### config.mk
export PLATFORM = sky130hd
export DESIGN_NAME = bit_pair_deinterleaver_flat
export DESIGN_NICKNAME = d
export VERILOG_FILES = /design/src/rtl/bit_pair_pkg.sv /design/src/rtl/bit_pair_deinterleaver_if.sv /design/src/rtl/bit_pair_deinterleaver_acc.sv /design/src/rtl/bit_pair_deinterleaver.sv /design/src/flat_wrapper.sv
export SDC_FILE = /design/constraint.sdc
export NUM_CORES = 1
export LEC_CHECK = 0
export BUFFER_PORTS_ARGS = -buffer_cell sky130_fd_sc_hd__buf_4
export CAP_MARGIN = 10
export CORE_MARGIN = 2
export CORE_UTILIZATION = 30
export CTS_CLUSTER_SIZE = 12
export DETAILED_ROUTE_END_ITERATION = 16
export PLACE_DENSITY_LB_ADDON = 0.1
export SETUP_SLACK_MARGIN = 0.2
export SLEW_MARGIN = 40
export SYNTH_ARGS = -nofsm -noshare
export SYNTH_HDL_FRONTEND = slang
export SYNTH_SLANG_ARGS = --single-unit
### constraint.sdc
create_clock -name clk -period 2.05 [get_ports clk]
set_clock_uncertainty 0.2 [all_clocks]
set_input_delay 0.3075 -clock clk [delete_from_list [all_inputs] [get_ports clk]]
set_output_delay 0.3075 -clock clk [all_outputs]
set_load 0.02 [all_outputs]
### src/rtl/bit_pair_pkg.sv
// Shared pair encoding for the bit-pair writer and deinterleaver.
// Holds the order-flag values and the decode of one 2-bit beat into {ch1, ch2}.
package bit_pair_pkg;

    typedef logic [1:0] pair_t;

    localparam logic ORDER_CH1_HIGH = 1'b0;
    localparam logic ORDER_CH1_LOW  = 1'b1;

    // Result is {ch1, ch2}.
    function automatic pair_t pair_decode(pair_t pair, logic order);
        return (order == ORDER_CH1_HIGH) ? pair : {pair[0], pair[1]};
    endfunction

endpackage

### src/rtl/bit_pair_deinterleaver_if.sv
// Beat-in / word-pair-out handshake bundle of the deinterleaver.
// master drives beats and out_ready; slave is the deinterleaver itself.
interface bit_pair_deinterleaver_if
    import bit_pair_pkg::*;
#(
    parameter int WIDTH = 8
);
    localparam int CNT_W = $clog2(WIDTH + 1);

    logic             in_valid;
    logic             in_ready;
    pair_t            in_pair;
    logic             in_order;
    logic             in_last;
    logic             out_valid;
    logic             out_ready;
    logic [WIDTH-1:0] out_data1;
    logic [WIDTH-1:0] out_data2;
    logic [CNT_W-1:0] out_bits;
    logic             out_last;

    modport master (
        output in_valid, in_pair, in_order, in_last, out_ready,
        input  in_ready, out_valid, out_data1, out_data2, out_bits, out_last
    );

    modport slave (
        input  in_valid, in_pair, in_order, in_last, out_ready,
        output in_ready, out_valid, out_data1, out_data2, out_bits, out_last
    );

endinterface

### src/rtl/bit_pair_deinterleaver_acc.sv
// Multi-lane MSB-first shift accumulator sharing one bit counter.
// aligned_o is the word as it would close on the current beat; park keeps it, else the lanes clear.
module bit_pair_acc #(
    parameter int WIDTH = 8,
    parameter int LANES = 2
) (
    input  logic                              clk,
    input  logic                              reset,
    input  logic                              beat_i,
    input  logic                              done_i,
    input  logic                              park_i,
    input  logic                              clear_i,
    input  logic [LANES-1:0]                  bits_i,
    output logic [LANES-1:0][WIDTH-1:0]       acc_o,
    output logic [LANES-1:0][WIDTH-1:0]       aligned_o,
    output logic [$clog2(WIDTH+1)-1:0]        cnt_o
);
    localparam int CNT_W = $clog2(WIDTH + 1);

    logic [LANES-1:0][WIDTH-1:0] acc_q, acc_d, shifted;
    logic [CNT_W-1:0]            cnt_q, cnt_d, shamt;

    // Filled bits sit at the LSB end; closing shifts them up so unfilled LSBs are zero.
    always_comb begin
        shamt = CNT_W'(WIDTH - 1) - cnt_q;
        for (int l = 0; l < LANES; l++) begin
            shifted[l]   = {acc_q[l][WIDTH-2:0], bits_i[l]};
            aligned_o[l] = shifted[l] << shamt;
        end
    end

    always_comb begin
        acc_d = acc_q;
        cnt_d = cnt_q;
        if (beat_i) begin
            if (done_i) begin
                cnt_d = '0;
                acc_d = park_i ? aligned_o : '0;
            end else begin
                acc_d = shifted;
                cnt_d = cnt_q + CNT_W'(1);
            end
        end else if (clear_i) begin
            acc_d = '0;
            cnt_d = '0;
        end
    end

    always_ff @(posedge clk or posedge reset) begin
        if (reset) begin
            acc_q <= '0;
            cnt_q <= '0;
        end else begin
            acc_q <= acc_d;
            cnt_q <= cnt_d;
        end
    end

    assign acc_o = acc_q;
    assign cnt_o = cnt_q;

endmodule

### src/rtl/bit_pair_deinterleaver.sv
// Splits 2-bit pair beats into two WIDTH-bit channel words; word visible the cycle after its closing beat.
// One hold register plus one parked word; in_ready drops only while a completed word is parked.
module bit_pair_deinterleaver
    import bit_pair_pkg::*;
#(
    parameter int WIDTH = 8
) (
    input  logic                     clk,
    input  logic                     reset,
    bit_pair_deinterleaver_if.slave  bus
);
    localparam int CNT_W = $clog2(WIDTH + 1);

    pair_t                       lanes;
    logic [1:0][WIDTH-1:0]       acc, aligned;
    logic [CNT_W-1:0]            acc_cnt;
    logic                        accept, complete, drain, take_new, take_pend, park;

    logic             out_valid_q, out_valid_d;
    logic [WIDTH-1:0] out_data1_q, out_data1_d, out_data2_q, out_data2_d;
    logic [CNT_W-1:0] out_bits_q, out_bits_d, pend_bits_q, pend_bits_d;
    logic             out_last_q, out_last_d, pend_last_q, pend_last_d;
    logic             acc_full_q, acc_full_d, in_ready_q, in_ready_d;

    assign lanes     = pair_decode(bus.in_pair, bus.in_order);
    assign accept    = bus.in_valid && in_ready_q;
    assign complete  = accept && (acc_cnt == CNT_W'(WIDTH - 1) || bus.in_last);
    assign drain     = out_valid_q && bus.out_ready;
    assign take_new  = complete && (!out_valid_q || drain);
    assign take_pend = acc_full_q && drain;
    assign park      = complete && !take_new;

    // Lane 1 carries channel 1, lane 0 channel 2.
    bit_pair_acc #(.WIDTH(WIDTH), .LANES(2)) u_acc (
        .clk       (clk),
        .reset     (reset),
        .beat_i    (accept),
        .done_i    (complete),
        .park_i    (park),
        .clear_i   (take_pend),
        .bits_i    (lanes),
        .acc_o     (acc),
        .aligned_o (aligned),
        .cnt_o     (acc_cnt)
    );

    always_comb begin
        out_valid_d = out_valid_q;
        out_data1_d = out_data1_q;
        out_data2_d = out_data2_q;
        out_bits_d  = out_bits_q;
        out_last_d  = out_last_q;
        pend_bits_d = pend_bits_q;
        pend_last_d = pend_last_q;
        acc_full_d  = acc_full_q;
        if (drain) out_valid_d = 1'b0;
        if (take_new) begin
            out_valid_d = 1'b1;
            out_data1_d = aligned[1];
            out_data2_d = aligned[0];
            out_bits_d  = acc_cnt + CNT_W'(1);
            out_last_d  = bus.in_last;
        end else if (take_pend) begin
            out_valid_d = 1'b1;
            out_data1_d = acc[1];
            out_data2_d = acc[0];
            out_bits_d  = pend_bits_q;
            out_last_d  = pend_last_q;
        end
        if (park) begin
            acc_full_d  = 1'b1;
            pend_bits_d = acc_cnt + CNT_W'(1);
            pend_last_d = bus.in_last;
        end else if (take_pend) begin
            acc_full_d  = 1'b0;
        end
        in_ready_d = !acc_full_d;
    end

    always_ff @(posedge clk or posedge reset) begin
        if (reset) begin
            out_valid_q <= 1'b0;
            out_data1_q <= '0;
            out_data2_q <= '0;
            out_bits_q  <= '0;
            out_last_q  <= 1'b0;
            pend_bits_q <= '0;
            pend_last_q <= 1'b0;
            acc_full_q  <= 1'b0;
            in_ready_q  <= 1'b0;
        end else begin
            out_valid_q <= out_valid_d;
            out_data1_q <= out_data1_d;
            out_data2_q <= out_data2_d;
            out_bits_q  <= out_bits_d;
            out_last_q  <= out_last_d;
            pend_bits_q <= pend_bits_d;
            pend_last_q <= pend_last_d;
            acc_full_q  <= acc_full_d;
            in_ready_q  <= in_ready_d;
        end
    end

    assign bus.in_ready  = in_ready_q;
    assign bus.out_valid = out_valid_q;
    assign bus.out_data1 = out_data1_q;
    assign bus.out_data2 = out_data2_q;
    assign bus.out_bits  = out_bits_q;
    assign bus.out_last  = out_last_q;

endmodule

### src/flat_wrapper.sv
// flat-port wrapper written by rule: the top's interface ports become plain ports
module bit_pair_deinterleaver_flat import bit_pair_pkg::*;
#(
    parameter int WIDTH = 8
)
  (clk, reset, bus_in_valid, bus_in_pair, bus_in_order, bus_in_last, bus_out_ready, bus_in_ready, bus_out_valid, bus_out_data1, bus_out_data2, bus_out_bits, bus_out_last);
  bit_pair_deinterleaver_if #(.WIDTH(WIDTH)) bus_i ();
  input  logic clk;
  input  logic reset;
  input wire logic [$bits(bus_i.in_valid)-1:0] bus_in_valid;
  input wire logic [$bits(bus_i.in_pair)-1:0] bus_in_pair;
  input wire logic [$bits(bus_i.in_order)-1:0] bus_in_order;
  input wire logic [$bits(bus_i.in_last)-1:0] bus_in_last;
  input wire logic [$bits(bus_i.out_ready)-1:0] bus_out_ready;
  output wire logic [$bits(bus_i.in_ready)-1:0] bus_in_ready;
  output wire logic [$bits(bus_i.out_valid)-1:0] bus_out_valid;
  output wire logic [$bits(bus_i.out_data1)-1:0] bus_out_data1;
  output wire logic [$bits(bus_i.out_data2)-1:0] bus_out_data2;
  output wire logic [$bits(bus_i.out_bits)-1:0] bus_out_bits;
  output wire logic [$bits(bus_i.out_last)-1:0] bus_out_last;
  assign bus_i.in_valid = bus_in_valid;
  assign bus_i.in_pair = bus_in_pair;
  assign bus_i.in_order = bus_in_order;
  assign bus_i.in_last = bus_in_last;
  assign bus_i.out_ready = bus_out_ready;
  assign bus_in_ready = bus_i.in_ready;
  assign bus_out_valid = bus_i.out_valid;
  assign bus_out_data1 = bus_i.out_data1;
  assign bus_out_data2 = bus_i.out_data2;
  assign bus_out_bits = bus_i.out_bits;
  assign bus_out_last = bus_i.out_last;
  bit_pair_deinterleaver #(.WIDTH(WIDTH)) u_core (.clk(clk), .reset(reset), .bus(bus_i));
endmodule
==> metrics.cfg <==
[logic_synthesis]
synth-seq-cells=49
ys_async_sr_fraction_pct=100
seq_area_frac_synth_pct=43.3
synth_cells=289
syn-num-nets=298
synth_area_leaders=dfrtp_1, mux2_2, mux2i_1
yosysTopAreaCell=dfrtp_1
synth_common_cells=dfrtp_1, nand2_1, mux2_2, a21oi_1
ys.warnings.count=0
ys.flop_type=dfrtp_1
synth_top_area_share_pct=43.3
synth_area_um2=2830
syn-mean-instance-area_um2=9.80
yosys.cell_count.top_type=dfrtp_1
synth_edf_count=0
synth.distinct_cells=45

[final_layout]
syn_to_final_growth_pct=27.2
drive_gt1_share_pct=37.1
final_cells=448
final_area_um2=3600
antenna_cells=0
nets=345

[global_routing]
grt_pass1_wl_um=13300
grt_use_total_pct=16.8
grt_overflow=0
grt_max_degree=50
antenna_found_initial=0
grt_pass1_vias=2346

[setup_path]
rrSetupSlack_ns=0.18
r2r_start=u_core.u_acc.cnt_o[1]
worstPathRequired_ns=2.10
crit_type=flop to flop
crit_fanout=5
crit_arrival_ns=1.92
endpoint_kind=flop
r2r-end=u_core.u_acc.acc_o[13]
startpoint_type=flop
reg2regPathDepth=6

[timing]
rsz0062_at_grt=true
setup_viol=0
slew_headroom_pct=66.3
setup_tns_ns=0
period_needed_ns=1.87
drv_slew=0
hold_viol=0
fmax_mhz=535
final.period_utilization_pct=91.1
tightest_slew_ns=0.504

[floorplan]
fp.dieW_um=101
start_util_pct=30.8
fp-row-count=35
die_area_um2=10200
die_y_um=101
io_pins=31
core_area_um2=9200

[power_and_ir_drop]
leakage_uw=0.00166
vdd_drop_max_mv=0.459
power.density_nw_per_um2=1230

[placed_design]
dp.cells=433
place_congestion=0.825
place_hpwl_um=5510
portBuffers=30
postPlaceCellArea_um2=3330

[detailed_routing]
via_per_inst=5.27
drt_iter0_markers=113
drc=0
vias=2362
postRouteAntennaNets=0
wl_um=8000
first_pass_iters=4
post_drt_wl_per_cell_um=17.8

[cts]
clock-sinks=49
clk_pin_slew_ns=0.10
root_buffer=clkbuf_8
cts-htree-levels=2
cts_buffers=5
insertion_delay_ns=0.31
tritoncts=done
clockBufferDepth=2

[run_status]
status=finished, final reports clean

[flow_run]
maxCapViolations=0

[worst_hold_path]
hold_start=bus_in_last
hp-class=primary input to flop
hold_end=u_core.pend_last_q
min_path_cells=3

## metrics by stage
step / util [%] / setup slack, ns / power, uW / hold WS (ns)
after CTS: 38.6 / 0.165 / 4400 / 0.0519
after global placement: 36.2 / 0.130 / 3490 / 0.183
after global routing: 39.2 / 0.122 / 4720 / 0.0716
after detailed placement: 36.2 / 0.116 / 3490 / 0.186
final: 39.2 / 0.182 / 4410 / 0.0558
after floorplan: - / 0.258 / 2750 / 0.213
## cells by family (layout without fill, tap and decap cells)
| kind of cell | after synthesis | count (layout) | synth area share [%] |
|---|---|---|---|
| AND/OR/NAND/NOR | 88 | 88 | 15.5 |
| AO/OA/AOI/OAI | 78 | 78 | 16.8 |
| adder cells (fa/ha/maj) | 1 | 1 | 0.442 |
| XOR/XNOR | 1 | 1 | 0.309 |
| flip-flops | 49 | 49 | 43.3 |
| buffers and inverters | 25 | 73 | 4.42 |
| multiplexers | 47 | 47 | 19.2 |
## layer usage
| metal | share of wire [%] | GRT usage (%) | up-vias | wire (um) |
|---|---|---|---|---|
| met4 | 1.2 | 4.37 | 0 | 93 |
| li1 | - | - | 1128 | - |
| met2 | 48 | 27.2 | 48 | 3860 |
| met5 | 0 | 0 | - | 0 |
| met3 | 2.8 | 2.42 | 8 | 225 |
| met1 | 48 | 23.8 | 1178 | 3820 |
## worst max-delay path by stage
stage / startpoint / endpoint / slack, ns / cells after the start
floorplan: u_core.bus.out_valid / u_core.bus.out_bits[0] / 0.26 / 5
global placement: u_core.u_acc.cnt_o[1] / u_core.bus.out_data2[7] / 0.13 / 6
detailed placement: u_core.u_acc.cnt_o[0] / u_core.u_acc.acc_o[6] / 0.12 / 6
CTS: u_core.u_acc.cnt_o[1] / u_core.u_acc.acc_o[6] / 0.16 / 7
global route: u_core.u_acc.cnt_o[1] / u_core.u_acc.acc_o[13] / 0.12 / 6
finish: u_core.u_acc.cnt_o[1] / u_core.u_acc.acc_o[13] / 0.18 / 6
## power breakdown
part | switching (uW) | total (uW) | internal, uW
clock network | 352 | 749 | 397
logic | 1150 | 2180 | 1030
registers | 236 | 1490 | 1250
## layout make-up
type | instances | area (um2)
clock inverter | 2 | 37.5
fill | 926 | 5590
clock buffer | 6 | 82.6
tap | 111 | 139
multi-input combinational | 215 | 1550
sequential | 49 | 1230
timing repair buffer | 62 | 554
inverter | 3 | 12.5
## critical path: stages, from the launching register on
cell and delay, ns:
dfrtp_1 0.42, buf_12 0.14, and4b_2 0.27, nor2_4 0.06
or4_4 0.55, clkinv_2 0.07, a21o_1 0.11
## flip-flops by register name, indices dropped and copies added (netlist names)
register and cells:
u_core.u_acc.acc_o 16, u_core.pend_last_q 1, u_core.bus.out_data2 8, u_core.bus.out_last 1, u_core.bus.out_bits 4, u_core.bus.out_valid 1
u_core.acc_full_q 1, u_core.bus.out_data1 8, u_core.bus.in_ready 1, u_core.u_acc.cnt_o 4, u_core.pend_bits_q 4
## what timing repair did
action	CTS	global route
pin swaps	1	8
hold buffers	1	0
endpoints found under the setup margin	19	19
setup buffers	3	3
cloned	1	0
endpoints found under the hold margin	49	0
resized for setup	6	18
## placed cells by master, fill, tap and decap left out, types with 2 or more instances in the layout
cell type,instances
dfrtp_2,2
and2_1,2
a21oi_1,18
o21ai_1,13
buf_4,53
o21a_1,2
mux2i_1,17
o31ai_1,4
nor2_1,11
nand3_1,6
a21oi_2,2
a22oi_1,13
nand2_2,3
nor3_1,2
a22o_1,4
buf_12,6
dfrtp_1,47
nand2_1,44
inv_2,2
clkbuf_8,6
o21ai_0,16
mux2_2,25
nor2b_1,4
nand2b_1,2
mux4_2,3
Power figures use the tool's default switching activity.
